===== src/rtl/core_pkg.sv =====
// Shared definitions for the multi-cycle RV32I core: opcodes, funct codes,
// FSM states, ALU operations and the funct3-to-ALU mapping helper.
package core_pkg;

    localparam logic [6:0] OPC_LUI    = 7'b0110111;
    localparam logic [6:0] OPC_AUIPC  = 7'b0010111;
    localparam logic [6:0] OPC_OPIMM  = 7'b0010011;
    localparam logic [6:0] OPC_OP     = 7'b0110011;
    localparam logic [6:0] OPC_BRANCH = 7'b1100011;
    localparam logic [6:0] OPC_JAL    = 7'b1101111;
    localparam logic [6:0] OPC_JALR   = 7'b1100111;

    localparam logic [2:0] F3_ADD  = 3'b000;
    localparam logic [2:0] F3_SLL  = 3'b001;
    localparam logic [2:0] F3_SLT  = 3'b010;
    localparam logic [2:0] F3_SLTU = 3'b011;
    localparam logic [2:0] F3_XOR  = 3'b100;
    localparam logic [2:0] F3_SR   = 3'b101;
    localparam logic [2:0] F3_OR   = 3'b110;
    localparam logic [2:0] F3_AND  = 3'b111;

    localparam logic [2:0] F3_BEQ  = 3'b000;
    localparam logic [2:0] F3_BNE  = 3'b001;
    localparam logic [2:0] F3_BLT  = 3'b100;
    localparam logic [2:0] F3_BGE  = 3'b101;
    localparam logic [2:0] F3_BLTU = 3'b110;
    localparam logic [2:0] F3_BGEU = 3'b111;

    localparam logic [6:0] F7_BASE = 7'b0000000;
    localparam logic [6:0] F7_ALT  = 7'b0100000;

    typedef enum logic [2:0] {
        ST_FETCH,
        ST_DECODE,
        ST_EXECUTE,
        ST_WRITEBACK,
        ST_HALT
    } state_e;

    typedef enum logic [3:0] {
        ALU_ADD,
        ALU_SUB,
        ALU_SLL,
        ALU_SLT,
        ALU_SLTU,
        ALU_XOR,
        ALU_SRL,
        ALU_SRA,
        ALU_OR,
        ALU_AND,
        ALU_PASSB
    } alu_op_e;

    // alt_sub turns ADD into SUB (register form only); alt_sra turns SRL into SRA
    function automatic alu_op_e f3_to_alu(input logic [2:0] f3,
                                          input logic alt_sub,
                                          input logic alt_sra);
        case (f3)
            F3_ADD:  return alt_sub ? ALU_SUB : ALU_ADD;
            F3_SLL:  return ALU_SLL;
            F3_SLT:  return ALU_SLT;
            F3_SLTU: return ALU_SLTU;
            F3_XOR:  return ALU_XOR;
            F3_SR:   return alt_sra ? ALU_SRA : ALU_SRL;
            F3_OR:   return ALU_OR;
            default: return ALU_AND;
        endcase
    endfunction

endpackage


===== src/rtl/core_alu.sv =====
// Combinational integer ALU. The lt/ltu flags each come from a single 33-bit
// subtract and are shared by SLT/SLTU and the branch comparator.
module core_alu
    import core_pkg::*;
(
    input  logic [31:0] a,
    input  logic [31:0] b,
    input  alu_op_e     op,
    input  logic [4:0]  shamt,
    output logic [31:0] y,
    output logic        lt,
    output logic        ltu,
    output logic        eq
);

    logic signed [32:0] diff_s;
    logic        [32:0] diff_u;
    logic signed [31:0] a_s;

    // Compare flags and result select
    always_comb begin
        a_s    = a;
        diff_s = {a[31], a} - {b[31], b};
        diff_u = {1'b0, a} - {1'b0, b};
        lt     = diff_s[32];
        ltu    = diff_u[32];
        eq     = (a == b);
        y      = '0;
        case (op)
            ALU_ADD:   y = a + b;
            ALU_SUB:   y = diff_u[31:0];
            ALU_SLL:   y = a << shamt;
            ALU_SLT:   y = {31'd0, lt};
            ALU_SLTU:  y = {31'd0, ltu};
            ALU_XOR:   y = a ^ b;
            ALU_SRL:   y = a >> shamt;
            ALU_SRA:   y = a_s >>> shamt;
            ALU_OR:    y = a | b;
            ALU_AND:   y = a & b;
            ALU_PASSB: y = b;
            default:   y = '0;
        endcase
    end

endmodule


===== src/rtl/mc_core.sv =====
// Multi-cycle RV32I/RV32E core: FETCH/DECODE/EXECUTE/WRITEBACK with a sticky
// HALT on illegal encodings. Define CORE_BRANCH_EN to make BRANCH/JAL/JALR
// legal; otherwise those opcodes halt and next_pc is always pc+4.
module mc_core
    import core_pkg::*;
#(
    parameter int          NREGS    = 32,
    parameter logic [31:0] RESET_PC = 32'h0000_0000
)
(
    input  logic        clk,
    input  logic        rst_n,
    output logic        imem_req,
    output logic [31:0] imem_addr,
    input  logic        imem_ready,
    input  logic [31:0] imem_rdata,
    output logic        retire,
    output logic        halted,
    output logic [31:0] pc_o
);

    localparam int AW = (NREGS == 16) ? 4 : 5;

    if (NREGS != 32 && NREGS != 16) begin : g_bad_nregs
        $error("mc_core: NREGS must be 32 or 16");
    end
    if (RESET_PC[1:0] != 2'b00) begin : g_bad_reset_pc
        $error("mc_core: RESET_PC must be 4-byte aligned");
    end

    function automatic logic idx_ok(input logic [4:0] idx);
        return (NREGS == 32) || (idx[4] == 1'b0);
    endfunction

    function automatic logic [31:0] imm_i(input logic [31:0] w);
        return {{20{w[31]}}, w[31:20]};
    endfunction
    function automatic logic [31:0] imm_u(input logic [31:0] w);
        return {w[31:12], 12'd0};
    endfunction
    function automatic logic [31:0] imm_b(input logic [31:0] w);
        return {{19{w[31]}}, w[31], w[7], w[30:25], w[11:8], 1'b0};
    endfunction
    function automatic logic [31:0] imm_j(input logic [31:0] w);
        return {{11{w[31]}}, w[31], w[19:12], w[20], w[30:21], 1'b0};
    endfunction

    state_e      state;
    logic [31:0] pc;
    logic [31:0] rf [NREGS];

    // fetch -> decode
    logic [31:0] instr_p0;
    // decode -> execute
    logic [31:0] rs1_p1, rs2_p1, imm_p1;
    alu_op_e     aluop_p1;
    logic        use_pc_p1, use_imm_p1, wen_p1, br_p1, jal_p1, jalr_p1;
    logic [AW-1:0] rd_p1;
    logic [2:0]  f3_p1;
    // execute -> writeback
    logic [31:0] res_p2, npc_p2;

    logic [6:0]  opc, f7;
    logic [2:0]  f3;
    logic [4:0]  rs1_idx, rs2_idx, rd_idx;
    logic [31:0] rs1_val, rs2_val, dec_imm;
    alu_op_e     dec_aluop;
    logic        dec_illegal, dec_use_pc, dec_use_imm, dec_wen;
    logic        dec_br, dec_jal, dec_jalr;

    logic [31:0] alu_a, alu_b, alu_y, pc_plus4, br_target, exe_npc, exe_res;
    logic        alu_lt, alu_ltu, alu_eq, br_take, exe_misalign;

    assign pc_o    = pc;
    assign opc     = instr_p0[6:0];
    assign rd_idx  = instr_p0[11:7];
    assign f3      = instr_p0[14:12];
    assign rs1_idx = instr_p0[19:15];
    assign rs2_idx = instr_p0[24:20];
    assign f7      = instr_p0[31:25];
    assign rs1_val = (rs1_idx == 5'd0) ? 32'd0 : rf[instr_p0[15 +: AW]];
    assign rs2_val = (rs2_idx == 5'd0) ? 32'd0 : rf[instr_p0[20 +: AW]];

    // Decoder: classify the latched instruction and pick operands/immediate
    always_comb begin
        dec_illegal = 1'b1;
        dec_aluop   = ALU_ADD;
        dec_use_pc  = 1'b0;
        dec_use_imm = 1'b0;
        dec_wen     = 1'b0;
        dec_imm     = imm_i(instr_p0);
        dec_br      = 1'b0;
        dec_jal     = 1'b0;
        dec_jalr    = 1'b0;
        case (opc)
            OPC_LUI: begin
                dec_illegal = !idx_ok(rd_idx);
                dec_aluop   = ALU_PASSB;
                dec_use_imm = 1'b1;
                dec_wen     = 1'b1;
                dec_imm     = imm_u(instr_p0);
            end
            OPC_AUIPC: begin
                dec_illegal = !idx_ok(rd_idx);
                dec_use_pc  = 1'b1;
                dec_use_imm = 1'b1;
                dec_wen     = 1'b1;
                dec_imm     = imm_u(instr_p0);
            end
            OPC_OPIMM: begin
                dec_illegal = !idx_ok(rd_idx) || !idx_ok(rs1_idx) ||
                              (f3 == F3_SLL && f7 != F7_BASE) ||
                              (f3 == F3_SR && f7 != F7_BASE && f7 != F7_ALT);
                dec_aluop   = f3_to_alu(f3, 1'b0, instr_p0[30]);
                dec_use_imm = 1'b1;
                dec_wen     = 1'b1;
            end
            OPC_OP: begin
                dec_illegal = !idx_ok(rd_idx) || !idx_ok(rs1_idx) || !idx_ok(rs2_idx) ||
                              !(f7 == F7_BASE ||
                                (f7 == F7_ALT && (f3 == F3_ADD || f3 == F3_SR)));
                dec_aluop   = f3_to_alu(f3, instr_p0[30], instr_p0[30]);
                dec_wen     = 1'b1;
            end
`ifdef CORE_BRANCH_EN
            OPC_BRANCH: begin
                dec_illegal = !idx_ok(rs1_idx) || !idx_ok(rs2_idx) ||
                              f3 == 3'b010 || f3 == 3'b011;
                dec_aluop   = ALU_SUB;
                dec_imm     = imm_b(instr_p0);
                dec_br      = 1'b1;
            end
            OPC_JAL: begin
                dec_illegal = !idx_ok(rd_idx);
                dec_imm     = imm_j(instr_p0);
                dec_wen     = 1'b1;
                dec_jal     = 1'b1;
            end
            OPC_JALR: begin
                dec_illegal = !idx_ok(rd_idx) || !idx_ok(rs1_idx) || f3 != 3'b000;
                dec_use_imm = 1'b1;
                dec_wen     = 1'b1;
                dec_jalr    = 1'b1;
            end
`endif
            default: dec_illegal = 1'b1;
        endcase
    end

    assign alu_a = use_pc_p1 ? pc : rs1_p1;
    assign alu_b = use_imm_p1 ? imm_p1 : rs2_p1;

    core_alu u_alu (
        .a     (alu_a),
        .b     (alu_b),
        .op    (aluop_p1),
        .shamt (alu_b[4:0]),
        .y     (alu_y),
        .lt    (alu_lt),
        .ltu   (alu_ltu),
        .eq    (alu_eq)
    );

    // Branch condition from the shared ALU compare flags
    always_comb begin
        case (f3_p1)
            F3_BEQ:  br_take = alu_eq;
            F3_BNE:  br_take = !alu_eq;
            F3_BLT:  br_take = alu_lt;
            F3_BGE:  br_take = !alu_lt;
            F3_BLTU: br_take = alu_ltu;
            F3_BGEU: br_take = !alu_ltu;
            default: br_take = 1'b0;
        endcase
    end

    // Next PC and writeback value; a target with bit 1 set is a halt
    always_comb begin
        pc_plus4  = pc + 32'd4;
        br_target = pc + imm_p1;
        exe_npc   = pc_plus4;
        if (jal_p1)
            exe_npc = br_target;
        else if (jalr_p1)
            exe_npc = {alu_y[31:1], 1'b0};
        else if (br_p1 && br_take)
            exe_npc = br_target;
        exe_res      = (jal_p1 || jalr_p1) ? pc_plus4 : alu_y;
        exe_misalign = exe_npc[1];
    end

    // Control FSM with registered handshake/status outputs
    always_ff @(posedge clk) begin
        if (!rst_n) begin
            state     <= ST_FETCH;
            pc        <= RESET_PC;
            imem_req  <= 1'b1;
            imem_addr <= RESET_PC;
            retire    <= 1'b0;
            halted    <= 1'b0;
        end else begin
            case (state)
                ST_FETCH: begin
                    if (imem_ready) begin
                        state     <= ST_DECODE;
                        imem_req  <= 1'b0;
                        imem_addr <= '0;
                    end
                end
                ST_DECODE: begin
                    if (dec_illegal) begin
                        state  <= ST_HALT;
                        halted <= 1'b1;
                    end else begin
                        state  <= ST_EXECUTE;
                    end
                end
                ST_EXECUTE: begin
                    if (exe_misalign) begin
                        state  <= ST_HALT;
                        halted <= 1'b1;
                    end else begin
                        state  <= ST_WRITEBACK;
                        retire <= 1'b1;
                    end
                end
                ST_WRITEBACK: begin
                    state     <= ST_FETCH;
                    retire    <= 1'b0;
                    pc        <= npc_p2;
                    imem_req  <= 1'b1;
                    imem_addr <= npc_p2;
                end
                default: begin
                    state <= ST_HALT;
                end
            endcase
        end
    end

    // Datapath stage registers, loaded in the state that produces them
    always_ff @(posedge clk) begin
        // fetch -> decode
        if (state == ST_FETCH && imem_ready)
            instr_p0 <= imem_rdata;
        // decode -> execute
        if (state == ST_DECODE) begin
            rs1_p1     <= rs1_val;
            rs2_p1     <= rs2_val;
            imm_p1     <= dec_imm;
            aluop_p1   <= dec_aluop;
            use_pc_p1  <= dec_use_pc;
            use_imm_p1 <= dec_use_imm;
            wen_p1     <= dec_wen;
            rd_p1      <= instr_p0[7 +: AW];
            f3_p1      <= f3;
            br_p1      <= dec_br;
            jal_p1     <= dec_jal;
            jalr_p1    <= dec_jalr;
        end
        // execute -> writeback
        if (state == ST_EXECUTE) begin
            res_p2 <= exe_res;
            npc_p2 <= exe_npc;
        end
    end

    // Register file write; x0 is never written and reset cancels the write
    always_ff @(posedge clk) begin
        if (rst_n && state == ST_WRITEBACK && wen_p1 && rd_p1 != '0)
            rf[rd_p1] <= res_p2;
    end

endmodule


===== config.mk =====
export PLATFORM = sky130hd
export DESIGN_NAME = mc_core
export DESIGN_NICKNAME = d
export VERILOG_FILES = /design/src/rtl/core_pkg.sv /design/src/rtl/core_alu.sv /design/src/rtl/mc_core.sv
export SDC_FILE = /design/constraint.sdc
export NUM_CORES = 1
export LEC_CHECK = 0
export CAP_MARGIN = 20
export CORE_ASPECT_RATIO = 0.5
export CORE_MARGIN = 4
export CORE_UTILIZATION = 49
export DETAILED_ROUTE_END_ITERATION = 16
export GPL_ROUTABILITY_DRIVEN = 1
export PLACE_DENSITY_LB_ADDON = 0.2
export SETUP_SLACK_MARGIN = 0.1
export SLEW_MARGIN = 10
export SYNTH_ARGS = -nofsm -noshare
export SYNTH_HDL_FRONTEND = slang
export SYNTH_SLANG_ARGS = --single-unit

===== constraint.sdc =====
create_clock -name clk -period 4.3 [get_ports clk]
set_input_delay 0.43 -clock clk [delete_from_list [all_inputs] [get_ports clk]]
set_output_delay 0.43 -clock clk [all_outputs]
set_load 0.03 [all_outputs]

Word level (Yosys, flattened, before mapping)
Cells that the tools add are included.
{"block": "op_classes", "reduce_logical": 20, "add_sub_neg": 1, "muxes": 14, "eq_ne": 15}
{"cell": "32-bit case mux with 2 select lines", "n": 1}
{"cell": "32-bit by 3-bit adder with 32-bit output, second input constant", "n": 1}
{"cell": "32-bit two-way mux", "n": 1}
{"cell": "7-bit by 6-bit == test with 1-bit output, second input constant", "n": 3}
{"cell": "7-bit by 5-bit == test with 1-bit output, second input constant", "n": 2}
{"cell": "3-bit case mux with 4 select lines", "n": 1}
{"cell": "3-bit two-way mux", "n": 3}
{"cell": "2-bit inequality test, second input constant", "n": 4}
{"cell": "7-bit logical NOT", "n": 1}
{"cell": "7-bit by 6-bit inequality test with 1-bit output, second input constant", "n": 1}
{"cell": "7-bit nonzero test", "n": 1}
{"cell": "3-bit by 1-bit == test with 1-bit output, second input constant", "n": 2}
{"cell": "3-bit by 2-bit == test with 1-bit output, second input constant", "n": 2}
{"cell": "3-bit logical NOT", "n": 2}
{"cell": "1-bit case mux with 2 select lines", "n": 3}
{"cell": "2-bit nonzero test", "n": 3}
{"cell": "1-bit logical AND", "n": 5}
{"cell": "1-bit two-way mux", "n": 4}
{"cell": "2-bit AND reduction", "n": 2}
{"cell": "3-bit == test, second input constant", "n": 1}
{"cell": "1-bit logical OR", "n": 3}
{"cell": "1-bit case mux with 3 select lines", "n": 1}
{"cell": "3-bit AND reduction", "n": 1}
{"cell": "2-bit OR reduction", "n": 1}
{"cell": "1-bit logical NOT", "n": 1}
{"block": "totals", "ff_bits": 134, "inputBits": 35, "elab_cells": 58, "out_inout_bits": 67}

Depth between registers and ports, before layout
{"block": "logic_depth", "word_depth": 8, "mapped_depth": 7, "ltp_nobuf": 5}

Worst setup path after synthesis
OpenSTA, ideal clock, no wires.
{"block": "synth_path", "kind": "flip-flop to flip-flop", "from": "reg state[1]", "to": "reg npc_p2[0] (enable)", "synth_period_minus_slack_ns": 3.440, "path_buffers": 1, "path_slack_ns": 0.860, "t_required_ns": 3.832, "path_stages_with_launch": 3, "arrival_ns": 2.972, "setup_time_ns": 0.468, "path_cell_list": "dfxtp_1 > clkbuf_1 > nor3b_1"}
{"block": "synth_via", "elab_chain_len": 1}
{"item": "from (decl)", "line_no": "mc_core.sv:48", "rtl": "state_e state;"}
{"item": "from (signal assigned)", "line_no": "mc_core.sv:195", "rtl": "state <= ST_FETCH;"}
{"item": "from (signal assigned)", "line_no": "mc_core.sv:205", "rtl": "state <= ST_DECODE;"}
{"item": "from (signal assigned)", "line_no": "mc_core.sv:212", "rtl": "state <= ST_HALT;"}
{"item": "3-bit by 2-bit == test with 1-bit output", "line_no": "mc_core.sv:262", "rtl": "if (state == ST_EXECUTE) begin"}
{"item": "to (signal assigned)", "line_no": "mc_core.sv:264", "rtl": "npc_p2 <= exe_npc;"}
{"item": "to (decl)", "line_no": "mc_core.sv:61", "rtl": "logic [31:0] res_p2, npc_p2;"}
Every way passes these cells.
A chain may end at the register's enable or synchronous reset.

Final worst setup path
{"block": "layout_path", "from": "reg pc[23] (netlist: pc_o[23])", "to": "out pc_o[23]"}
{"item": "from (decl)", "line_no": "mc_core.sv:49", "rtl": "logic [31:0] pc;"}
{"item": "from (signal assigned)", "line_no": "mc_core.sv:230", "rtl": "pc <= npc_p2;"}
{"item": "to (decl)", "line_no": "mc_core.sv:19", "rtl": "output logic [31:0] pc_o"}
No word-level cell between the ends.

==> qor.txt <==
YOSYS
----------------------------------------------------------------------------------------------------
Sequential area share after synthesis .................................................        66.6%
Flip-flop and latch count after synthesis .............................................          119
Synthesis warning total ...............................................................            0
Main area contributors after synthesis ................................................ sky130_fd_sc_hd__edfxtp_1, sky130_fd_sc_hd__dfxtp_1, sky130_fd_sc_hd__a22o_1
Leading area contributor after synthesis .............................................. sky130_fd_sc_hd__edfxtp_1
Area of the mapped netlist ............................................................  0.00432 mm²
Total nets after synthesis ............................................................          350
Most used standard cells in the synthesized netlist ................................... sky130_fd_sc_hd__dfxtp_1, sky130_fd_sc_hd__a22o_1, sky130_fd_sc_hd__edfxtp_1
Proportion of register bits with asynchronous set or reset after synthesis ............           0%
Number of enable flip-flop cells after synthesis ......................................           49
Distinct cell type count after synthesis ..............................................           44
Gate count of the mapped netlist ......................................................          314
Syn_area_per_cell .....................................................................     13.7 µm²
Area share of the largest cell type after synthesis ...................................        34.1%
Most frequent cell after synthesis .................................................... sky130_fd_sc_hd__dfxtp_1
Most used flip-flop cell after synthesis .............................................. sky130_fd_sc_hd__dfxtp_1

CELLS AND AREA
----------------------------------------------------------------------------------------------------
Area taken by flip-flops and latches ..................................................  0.00287 mm²
Final-stage net count .................................................................          440
Antenna cell count ....................................................................            0
Final cell count without fillers ......................................................          529
Finished Core Util ....................................................................        71.9%
Ratio of cells with drive above 1 in the final layout .................................        11.5%
Layout filler cell count ..............................................................          546
Area growth from synthesis to layout ..................................................        38.1%
Area occupied by multi-input gates ....................................................  0.00136 mm²

TIMING
----------------------------------------------------------------------------------------------------
Shortest clock period the worst path allows after layout ..............................      2040 ps
Worst hold slack after final layout ...................................................       464 ps
Setup violations, final ...............................................................            0
Setup repair after global routing missed its margin ...................................           no
Final-layout setup total negative slack ...............................................         0 ps
FMAX ..................................................................................    0.491 GHz
Max Slew Vio Count ....................................................................            0
Final hold violation count ............................................................            0
Max_slew headroom .....................................................................        59.1%
Post-route fraction of the period consumed by the critical path .......................        47.4%
Slew at the pin closest to its max-slew limit .........................................       614 ps
Smallest setup slack after layout .....................................................      2260 ps
Post-route clock skew .................................................................      7.88 ps

ROUTE
----------------------------------------------------------------------------------------------------
Routed vias ...........................................................................         2878
First-pass iteration count of the detailed router .....................................            4
DR WL/cell ............................................................................      17.5 µm
DRC Markers ...........................................................................            0
Final ANT Viol Nets ...................................................................            0
Drt via density .......................................................................         5.44
Number of DRC violations after detailed-routing iteration 0 ...........................          145
Sum of routed wire length over all layers .............................................      9240 µm

HOLD PATH
----------------------------------------------------------------------------------------------------
Type of the worst min-delay path ......................................................   reg -> reg

GLOBAL ROUTING
----------------------------------------------------------------------------------------------------
Met3 track utilization from global routing ............................................        7.84%
Most Used Layer, Global Route .........................................................         met2
Global-route total usage across every layer ...........................................        18.9%
Remaining global-route overflow .......................................................            0
Maximum number of pins on one net before global-route repair ..........................           37
Met2 track utilization from global routing ............................................        29.3%
Global-route met1 utilization .........................................................        24.4%
Number of antenna violations at the first check in global routing .....................            0
Via count of the first global-routing pass ............................................         2925
Global-route wire length before repair ................................................     15100 µm

PLACED DESIGN
----------------------------------------------------------------------------------------------------
Total placed cells including tap cells ................................................          497
Pre-CTS worst setup slack .............................................................      2170 ps
Detailed-placement wirelength estimate ................................................      6010 µm
Input/output buffers ..................................................................           86
GPL Wtd Cong ..........................................................................        0.850

WORST SETUP PATH
----------------------------------------------------------------------------------------------------
Delay-heaviest family, CP ............................................................. buffers and inverters
Worst Setup End Kind .................................................................. primary output
CP Data Required Time .................................................................      3870 ps
Critical Path, Cell by Cell ........................................................... clkdlybuf4s50_1
Critical Path AT ......................................................................      1610 ps
Nature of the critical path startpoint ................................................    flip-flop
Max Fanout on Critical Path ...........................................................            6
Worst path buffer plus inverter count .................................................            1
Longest individual stage delay on the worst path ......................................       730 ps
Cell type of the slowest stage on the worst timing path ............................... sky130_fd_sc_hd__clkdlybuf4s50_1
Setup CP Type .........................................................................   reg -> out

FLOW RUN
----------------------------------------------------------------------------------------------------
Number of maximum-capacitance violations ..............................................            0

CLOCK TREE
----------------------------------------------------------------------------------------------------
Root buf cell ......................................................................... sky130_fd_sc_hd__clkbuf_16
Insertion delay to the later sink of the worst-skew pair ..............................       400 ps
Inserted Clock Buffers ................................................................           17
Total of hold buffers inserted after clock tree synthesis .............................            0
CTS H-tree depth ......................................................................            4
Clock-pin slew reported for the worst setup and hold paths after clock tree synthesis .        50 ps
TritonCTS clock tree ..................................................................         done
Quantity of gates resized following cts ...............................................            0
Count of clock tree sinks .............................................................          119
Post-CTS setup buffers ................................................................            0
Max Buffers Root-to-Sink ..............................................................            2

FLOORPLANNING
----------------------------------------------------------------------------------------------------
Core area .............................................................................  0.00829 mm²
Die Outline Area ......................................................................   0.0105 mm²
Overall die height ....................................................................      74.4 µm
I/O pin count .........................................................................          102
Effective utilization at floorplan ....................................................        52.1%
Number of cell rows ...................................................................           23
Die width .............................................................................       141 µm

POWER
----------------------------------------------------------------------------------------------------
Pwr per Cell Area .....................................................................   478 mW/mm²
Static leakage power ..................................................................      2.15 nW
Maximum ir drop on the vdd rail .......................................................   0.000347 V

RUN STATUS
----------------------------------------------------------------------------------------------------
Status ................................................................................ complete, no violations

[placed cells by master (no fill, tap or decap), drive strengths merged, types with 2 or more instances in the layout]
cell type / synthesis / layout
a211oi: 3 / 3
a22o: 64 / 64
and3: 6 / 6
and4: 2 / 2
buf: 14 / 5
bufinv: 0 / 5
clkbuf: 6 / 23
clkdlybuf4s50: 0 / 86
clkinv: 0 / 4
dfxtp: 70 / 70
edfxtp: 49 / 49
inv: 6 / 6
nand2: 8 / 8
nand2b: 2 / 2
nand3: 14 / 14
nand4: 7 / 7
nor2: 4 / 4
nor2b: 2 / 2
nor3: 6 / 6
nor3b: 3 / 3
nor4b: 2 / 2
o21a: 2 / 2
xnor2: 24 / 24
xor2: 5 / 5
[layer usage]
layer / share of wire (%) / up-vias
met5: 0 / -
met3: 7.4 / 4
met1: 47 / 1403
met2: 45 / 93
li1: - / 1378
met4: 0.37 / 0
[sequential cells by signal, indices dropped and copies added (netlist names)]
name and cells:
pc_o 32, retire 1, npc_p2 32, imem_req 1, instr_p0 17, imem_addr 32
state 3, halted 1
[worst paths after layout]
path                         start              endpoint  slack [ps]  cells past startpoint
max reg2reg   pc_o[4]$_SDFFE_PN0P_  npc_p2[31]$_DFFE_PN_        2330                      5
min            retire$_SDFFE_PN0P_   retire$_SDFFE_PN0P_         460                      1
min reg2reg    retire$_SDFFE_PN0P_   retire$_SDFFE_PN0P_         460                      1
max          pc_o[23]$_SDFFE_PN0P_              pc_o[23]        2260                      1
[cells by family (layout without fill, tap and decap cells)]
logic type / Yosys count / after routing / synth area share, %
adder cells (fa/ha/maj): 1 / 1 / 0.290
AO/OA/AOI/OAI: 77 / 77 / 15.4
XOR/XNOR: 29 / 29 / 6.06
AND/OR/NAND/NOR: 62 / 62 / 9.10
flip-flops: 119 / 119 / 66.6
buffers and inverters: 26 / 129 / 2.64
[where the power goes]
part / leakage [nW] / switching (mW) / internal (mW) / total (mW)
Combinational: 0.818 / 0.0454 / 0.0364 / 0.0818
Sequential: 1.01 / 0.0153 / 1.20 / 1.21
Clock: 0.327 / 0.472 / 1.09 / 1.56
Total: 2.15 / 0.533 / 2.32 / 2.85
[per-stage QoR]
step / cell area, µm² / total power, mW
floorplan: 4320 / 1.28
global placement: 5280 / 1.31
detailed placement: 5300 / 1.32
CTS: 5960 / 2.88
global route: 5960 / 2.95
finish: 5960 / 2.85
[area by class of cell]
cell class	count	area share, %
Clock buffer	23	8.19
Sequential cell	119	48.2
Inverter	6	0.378
Multi-Input combinational cell	169	22.8
Tap cell	112	2.35
Clock inverter	9	2.85
Timing Repair Buffer	91	15.3
(Power assumes the default switching activity.)
